**src/rtl/hpc2_rnd_feeder.sv**
```systemverilog
`default_nettype none
// ============================================================================
// Module   : hpc2_rnd_feeder
// Brief    : Collects IN_W-bit PRNG chunks into RW-bit randomness words for
//            NGADGETS parallel HPC2 gadgets (d shares each) and presents each
//            word exactly once on a valid/ready output.
//            Optional macro HPC2_RND_FEEDER_DOUBLE_BUF_EN adds a fill buffer
//            separate from the output register for full throughput.
// Revision : 1.0 - initial release
// ============================================================================
`ifndef DEFAULTSHARES
`define DEFAULTSHARES 2
`endif

module hpc2_rnd_feeder #(
  parameter int d        = `DEFAULTSHARES,
  parameter int NGADGETS = 4,
  parameter int IN_W     = 2
) (
  input  logic                               clk,
  input  logic                               rst,
  input  logic [IN_W-1:0]                    in_data,
  input  logic                               in_valid,
  output logic                               in_ready,
  output logic [NGADGETS*d*(d-1)/2-1:0]      rnd_out,
  output logic                               rnd_valid,
  input  logic                               rnd_ready
);

  localparam int RW = NGADGETS * d * (d - 1) / 2;
  localparam int C  = (IN_W > 0) ? RW / IN_W : 0;
  localparam int CW = (C > 1) ? $clog2(C) : 1;
  localparam logic [CW-1:0] LAST = CW'(C - 1);

  // Reject configurations where chunks cannot tile the word exactly.
  generate
    if (RW == 0 || IN_W <= 0 || (RW % IN_W) != 0) begin : g_bad_cfg
      $error("hpc2_rnd_feeder: RW must be non-zero and a multiple of IN_W");
    end
  endgenerate

  logic [CW-1:0] cnt;
  logic [RW-1:0] fill_buf;
  logic [RW-1:0] out_reg;
  logic [RW-1:0] word;
  logic          in_fire;
  logic          out_fire;
  logic          last_fire;

  // Current fill buffer with the incoming chunk merged into its slot.
  always_comb begin
    word = fill_buf;
    word[cnt*IN_W +: IN_W] = in_data;
  end

  assign in_fire   = in_valid && in_ready;
  assign out_fire  = rnd_valid && rnd_ready;
  assign last_fire = in_fire && (cnt == LAST);
  assign rnd_out   = out_reg;

`ifdef HPC2_RND_FEEDER_DOUBLE_BUF_EN

  logic buf_full;
  logic out_valid;

  // A completed buffer only waits here while the output still holds a word.
  assign in_ready  = !(buf_full && out_valid);
  assign rnd_valid = out_valid;

  // Chunk collection, buffer hand-over and output consumption.
  always_ff @(posedge clk) begin
    if (rst) begin
      cnt       <= '0;
      fill_buf  <= '0;
      buf_full  <= 1'b0;
      out_reg   <= '0;
      out_valid <= 1'b0;
    end else begin
      if (in_fire) begin
        if (last_fire) begin
          cnt      <= '0;
          fill_buf <= '0;
        end else begin
          cnt      <= cnt + CW'(1);
          fill_buf <= word;
        end
      end

      if (buf_full && out_fire) begin
        // Waiting word replaces the consumed one; valid stays high.
        out_reg  <= fill_buf;
        fill_buf <= '0;
        buf_full <= 1'b0;
      end else if (last_fire && (!out_valid || out_fire)) begin
        out_reg   <= word;
        out_valid <= 1'b1;
      end else if (last_fire) begin
        // Output occupied and not consumed: park the word in the fill buffer.
        fill_buf <= word;
        buf_full <= 1'b1;
      end else if (out_fire) begin
        out_reg   <= '0;
        out_valid <= 1'b0;
      end
    end
  end

`else

  localparam logic [0:0] S_FILL = 1'b0;
  localparam logic [0:0] S_FULL = 1'b1;

  logic [0:0] state;

  assign in_ready  = (state == S_FILL);
  assign rnd_valid = (state == S_FULL);

  // Two-state FILL/FULL machine sharing one output register.
  always_ff @(posedge clk) begin
    if (rst) begin
      state    <= S_FILL;
      cnt      <= '0;
      fill_buf <= '0;
      out_reg  <= '0;
    end else begin
      case (state)
        S_FILL: begin
          if (last_fire) begin
            cnt      <= '0;
            fill_buf <= '0;
            out_reg  <= word;
            state    <= S_FULL;
          end else if (in_fire) begin
            cnt      <= cnt + CW'(1);
            fill_buf <= word;
          end
        end
        S_FULL: begin
          if (out_fire) begin
            out_reg <= '0;
            state   <= S_FILL;
          end
        end
        default: state <= S_FILL;
      endcase
    end
  end

`endif

endmodule

`default_nettype wire

```
**config.mk**
```make
export PLATFORM = sky130hd
export DESIGN_NAME = hpc2_rnd_feeder
export DESIGN_NICKNAME = d
export VERILOG_FILES = /design/src/rtl/hpc2_rnd_feeder.sv
export SDC_FILE = /design/constraint.sdc
export NUM_CORES = 1
export LEC_CHECK = 0
export CORE_AREA = 3 3 40 42
export DETAILED_ROUTE_END_ITERATION = 10
export DIE_AREA = 0 0 43 45
export MAX_ROUTING_LAYER = met4
export PLACE_DENSITY = 0.53
export SYNTH_ARGS = -nofsm -noshare
export SYNTH_HDL_FRONTEND = slang
export SYNTH_SLANG_ARGS = --single-unit
```
**constraint.sdc**
```tcl
create_clock -name clk -period 2.1 [get_ports clk]
set_input_delay 0.21 -clock clk [delete_from_list [all_inputs] [get_ports clk]]
set_output_delay 0.21 -clock clk [all_outputs]
set_load 0.02 [all_outputs]
```
==> impl_results.md, run 1 <==
- Outcome: complete, no violations
- Post_cts resized: 0
- Placed insts: just over 60
- Reg area: ~160 um^2
- Min-delay src: fill_buf[0]
- Clock skew: 0.00148 ns
- Post-synth EDFFs: 0
- Synth Warn #: 0
- Top FF cell, synth: dfxtp_1
- Max frequency: 662 MHz
- Pins Over Slew Limit: 0
- Critical path cell sequence: clkdlybuf4s50_1
- Crit start category: register
- CORE AREA: around 1300 um^2
- Number of global-route vias before repair: about 250
- Worst-Margin Slew: 0.308 ns
- Slew Limit Headroom: 0.794
- Post-synth cell types: 14
- Remaining global-route overflow: 0
- Worst hold path type: register to register
- Fraction of registers with async set/reset: 0
- Reg2reg path depth: 3
- Top-count cell post-synth: dfxtp_1
- Number of max-cap violations: 0
- CTS sink cnt: 8
- Hold_ws: between 0.4 and 0.5 ns
- Total Power: about 340 uW
- Antenna viol nets, final: 0
- Slowest CP cell: clkdlybuf4s50_1
- Die ar.: ~1900 um^2
- CTS Buf Count: 3
- Area of the mapped netlist: approximately 330 um^2
- CTS tree: yes
- Clk root buf: clkbuf_4
- Largest stage delay on the critical path: 0.64 ns
- Hold Path Stages: 2
- Final Instance Area: about 460 um^2
- Clk buf depth: 2
- Layout fillers: between 100 and 150
- Synth area leader: dfxtp_1
- Multi-input logic area: between 100 and 150 um^2
- #FFs+latches synth: 8
- Placed Area: 439 um^2
- Inserted Diodes: 0
- Mapped Cells: 38
- Unrepaired setup endpoints after global routing: no
- Area grow syn2layout: 41.9%
- CP required: approximately 1.9 ns
- Final WL: 694 um
- Skew-Pair Late Insertion Delay: approximately 0.25 ns
- Crit. End Element: primary output
- Postcts setup bufs: 0
- WP data arrival: 1.30 ns
- DR vias: 294
- Area contributors post-synth: dfxtp_1, a21oi_1, nand2_1
- Top cells by count, synth: dfxtp_1, a21oi_1, nand2_1
- R2R Path End: rnd_out[1]
- Initial Util: 0.253
- Antenna violations before repair: 0
- Nets: 58
- Clock-pin slew of the registers on the worst-case setup and hold paths: ~0.05 ns
- Reg2Reg Setup Slack: 1.11 ns
- Htree depth: 1
- Largest net degree at the start of global routing: 9
- Finished Layout Cells: between 60 and 70
- Worst setup path category: register to primary output
- Die Wd: between 40 and 50 um
- Share of layout cells above drive strength 1: 0.0600
- Leak Pwr: ~0.16 nW
- DIE HEIGHT: approximately 45 um
- Final setup fails: 0
- Syn avg cell area: 8.56 um^2
- Vias per cell: ~4.5
- Hold EP: fill_buf[0]
- Final min period: around 1.5 ns
- Worst path bufs/invs: 1
- Cell family with most CP delay: buffers and inverters
- Total track usage: 0.0798
- Worst VDD drop: 251 uV
- Routability Congestion: around 0.68
- Post-synth top area share: 0.492
- CTS Hold Bufs: 0
- Critical Path Fanout Max: 8
- Fin crit share: 0.720
- WL/cell: 10.7 um
- DRC viols: 0
- Synthesized Nets: between 40 and 50
- Io pins: 12
- Register area share after synthesis: 0.492
- DR iter-0 viols: 3
- Cell Pwr Density: slightly above 700 nW/um^2
- R2r startpoint: rnd_valid
- TritonRoute pass-1 iters: 3
- Setup TNS: 0 ns
- Global-route wire length before repair: roughly 1100 um
- PortBufs: 11
- Final hold vios: 0
- Rows: 13
how the worst max path moves through the flow:
stage,cells after the start,startpoint,slack [ns],endpoint
3_3_place_gp,1,rnd_valid,0.86,rnd_valid
3_5_place_dp,4,in_valid,0.84,rnd_out[3]
2_1_floorplan,4,rnd_valid,1.06,rnd_out[0]
6_report,1,rnd_valid,0.59,rnd_valid
5_1_grt,1,rnd_valid,0.51,rnd_valid
4_1_cts,1,rnd_valid,0.58,rnd_valid
per-layer routing:
layer,global-route usage,part of all wire,vias up,routed length (um)
li1,-,-,153,-
met1,0.116,0.52,130,363
met2,0.0898,0.41,9,286
met3,0.0239,0.050,2,35
met4,0.0542,0.013,0,9
met5,-,0,-,0
cell type report:
type,instances,share of cell area
inverters,1,0.00813
multi-input cells,27,0.317
repair buffers,11,0.238
clock buffers,3,0.0488
well taps,15,0.0407
flip-flops and latches,8,0.347
cell families (layout without fill, tap and decap cells):
group,count (synthesis),count (layout),synth area share
simple gates,19,19,0.315
buf+inv,3,15,0.0577
compound gates,7,7,0.108
flops,8,8,0.492
xor+xnor,1,1,0.0269
layout by cell type, fill, tap and decap left out, drive strengths merged, types with 3 or more instances in the layout:
cell type,netlist,routed
clkdlybuf4s50,0,11
dfxtp,8,8
nand2,7,7
a21oi,7,7
nand3,4,4
nand3b,3,3
clkbuf,1,3
metrics by stage:
step                      utilization  worst slack (ns)
after CTS                       0.359             0.579
after floorplan                     -              1.06
final                           0.359             0.589
after global routing            0.359             0.512
after global placement          0.342             0.857
after detailed placement        0.342             0.844
sequential cells by signal (all words and copies together), names as in the netlist:
signal	flops
rnd_valid	1
fill_buf	2
rnd_out	4
cnt	1
power by group:
| part | total (mW) | internal, mW | leakage [nW] | switching [mW] |
|---|---|---|---|---|
| Sequential | 0.168 | 0.161 | 0.0652 | 0.00708 |
| Clock | 0.114 | 0.0652 | 0.0138 | 0.0492 |
| Combinational | 0.0529 | 0.0282 | 0.0807 | 0.0247 |
| Total | 0.335 | 0.254 | 0.160 | 0.0809 |
Power figures use the tool's default switching activity.
==> run 2, diff against run 1 <==
--- a/config.mk
+++ b/config.mk
@@ -9,7 +9,7 @@
 export DETAILED_ROUTE_END_ITERATION = 10
 export DIE_AREA = 0 0 43 45
 export MAX_ROUTING_LAYER = met4
-export PLACE_DENSITY = 0.53
+export PLACE_DENSITY = 0.55
 export SYNTH_ARGS = -nofsm -noshare
 export SYNTH_HDL_FRONTEND = slang
 export SYNTH_SLANG_ARGS = --single-unit
==> constraint.sdc (replaced) <==
create_clock -name clk -period 1.3 [get_ports clk]
set_input_delay 0.13 -clock clk [delete_from_list [all_inputs] [get_ports clk]]
set_output_delay 0.13 -clock clk [all_outputs]
set_load 0.02 [all_outputs]
==> run 2 against run 1 <==
Count of clock-buffer cells in the layout unchanged. Power grew 60%. Wire length is 1.6% higher. Register-to-register slack lost 0.79 ns. Die area did not move. Highest routed layer unchanged.
==> impl_results.md, run 2 (same netlist as run 1, synthesis figures left out) <==
- Fin crit share: 0.894
- Max frequency: between 800 and 900 MHz
- Share of layout cells above drive strength 1: 0.0600 (unchanged)
- Largest stage delay on the critical path: 0.41 ns (-0.23 ns)
- Crit. End Element: primary output
- Number of max-cap violations: 0 (unchanged)
- Routability Congestion: 0.703 (+3.0%)
- Unrepaired setup endpoints after global routing: no
- Worst hold path type: register to register
- Die Wd: 43 um (unchanged)
- CTS sink cnt: 8 (unchanged)
- CORE AREA: 1280 um^2 (unchanged)
- Die ar.: 1940 um^2 (unchanged)
- Nets: 58 (unchanged)
- Final min period: approximately 1.2 ns
- Clock-pin slew of the registers on the worst-case setup and hold paths: 0.05 ns (about the same)
- WL/cell: 10.8 um (+1.6%)
- Total Power: 536 uW (+60%)
- CTS tree: yes
- CTS Hold Bufs: 0 (unchanged)
- Crit start category: register
- DR vias: 287 (-2.4%)
- Final Util: 0.353 (-0.00584)
- Hold Path Stages: 2 (unchanged)
- Outcome: complete, no violations
- Io pins: 12 (unchanged)
- Postcts setup bufs: 0 (unchanged)
- Final setup fails: 0 (unchanged)
- Worst-Margin Slew: 0.315 ns (+0.00712 ns)
- PortBufs: 11 (unchanged)
- Area grow syn2layout: 39.6%
- Layout fillers: 148 (+4.2%)
- Antenna viol nets, final: 0 (unchanged)
- Largest register FFs: 4 (unchanged)
- Initial Util: 0.253 (unchanged)
- Worst VDD drop: 409 uV (+63%)
- Remaining global-route overflow: 0 (unchanged)
- Leak Pwr: 0.181 nW (+13%)
- CTS Buf Count: 3 (unchanged)
- Vias per cell: 4.42 (-2.4%)
- Htree depth: 1 (unchanged)
- WP data arrival: 1.03 ns (-0.27 ns)
- Post_cts resized: 6 (+6)
- Inserted Diodes: 0 (unchanged)
- Antenna violations before repair: 0 (unchanged)
- Cell Pwr Density: 1180 nW/um^2 (+63%)
- CP required: 1.17 ns (-0.72 ns)
- Total track usage: 0.0886 (+0.00874)
- Clk buf depth: 2 (unchanged)
- DRC viols: 0 (unchanged)
- TritonRoute pass-1 iters: 3 (unchanged)
- Slowest CP cell: dfxtp_1
- Critical path cell sequence: inv_1 -> dlygate4sd2_1
- Global-route wire length before repair: 1170 um (+6.9%)
- Critical Path Fanout Max: 8 (unchanged)
- Final WL: 705 um (+1.6%)
- Commonest non-fill, non-tap cell in the layout: dfxtp_1
- Worst setup path category: register to primary output
- Most frequent cells in the layout: dfxtp_1, nand2_1, a21oi_1
- Slew Limit Headroom: 0.790 (-0.00476)
- Clock skew: 0.00154 ns (+0.0000594 ns)
- Reg2reg path depth: 3 (unchanged)
- Pins Over Slew Limit: 0 (unchanged)
- Clk root buf: clkbuf_4
- DP Wirelength: roughly 530 um
- Setup TNS: 0 ns (unchanged)
- Rows: 13 (unchanged)
- Largest net degree at the start of global routing: 9 (unchanged)
- DR iter-0 viols: 1 (-2)
- Skew-Pair Late Insertion Delay: 0.25 ns (about the same)
- DIE HEIGHT: 45 um (unchanged)
- Number of global-route vias before repair: 277 (+12%)
- Final hold vios: 0 (unchanged)
## run 2: cell types whose count changed in the layout (fill, tap and decap cells not counted), sizes merged
cell and change:
dlygate4sd2 +6, clkdlybuf4s50 -6
## run 2: layout make-up
type	count	area [um^2]	area share
Multi-Input combinational cell	27	146	0.322
Tap cell	15	18.8	0.0413
Clock buffer	3	22.5	0.0496
Timing Repair Buffer	11	103	0.226
Sequential cell	8	160	0.353
Inverter	1	3.75	0.00826
## run 2: per-layer routing
metal,global-route usage,share of wire
met2,0.0928,0.42
met3,0.0359,0.067
met1,0.124,0.51
met4,0.0723,0.0071
met5,-,0
## run 2: where the power goes
group          internal [mW]  switching [mW]  total (mW)
clock                  0.105          0.0809       0.186
combinational         0.0402          0.0391      0.0793
sequential             0.260          0.0107       0.270
## run 2: critical path, delay by kind of cell (launching register included)
family                 cells  cell delay, ns
flip-flops                 1            0.41
buffers and inverters      2            0.38
## run 2: final timing paths
kind / startpoint / to / slack [ns]
setup / recovery: rnd_valid / in_ready / 0.14
hold / removal: fill_buf[0] / fill_buf[0] / 0.45
setup reg to reg: rnd_valid / rnd_out[1] / 0.32
hold reg to reg: fill_buf[0] / fill_buf[0] / 0.45
## run 2: through the flow
step	cell area, um^2	setup WS [ns]	hold WS [ns]	std cells
5_1_grt	454	0.0532	0.482	65
6_report	454	0.138	0.453	65
4_1_cts	454	0.121	0.454	65
3_5_place_dp	439	0.101	0.446	62
2_1_floorplan	325	0.261	0.266	38
3_3_place_gp	439	0.137	0.442	62
==> run 3, diff against run 2 <==
--- a/config.mk
+++ b/config.mk
@@ -10,6 +10,7 @@
 export DIE_AREA = 0 0 43 45
 export MAX_ROUTING_LAYER = met4
 export PLACE_DENSITY = 0.55
+export SLEW_MARGIN = 10
 export SYNTH_ARGS = -nofsm -noshare
 export SYNTH_HDL_FRONTEND = slang
 export SYNTH_SLANG_ARGS = --single-unit
==> results of run 3 <==
Same layout as run 2: the final DEF is identical, and so are final timing and power.
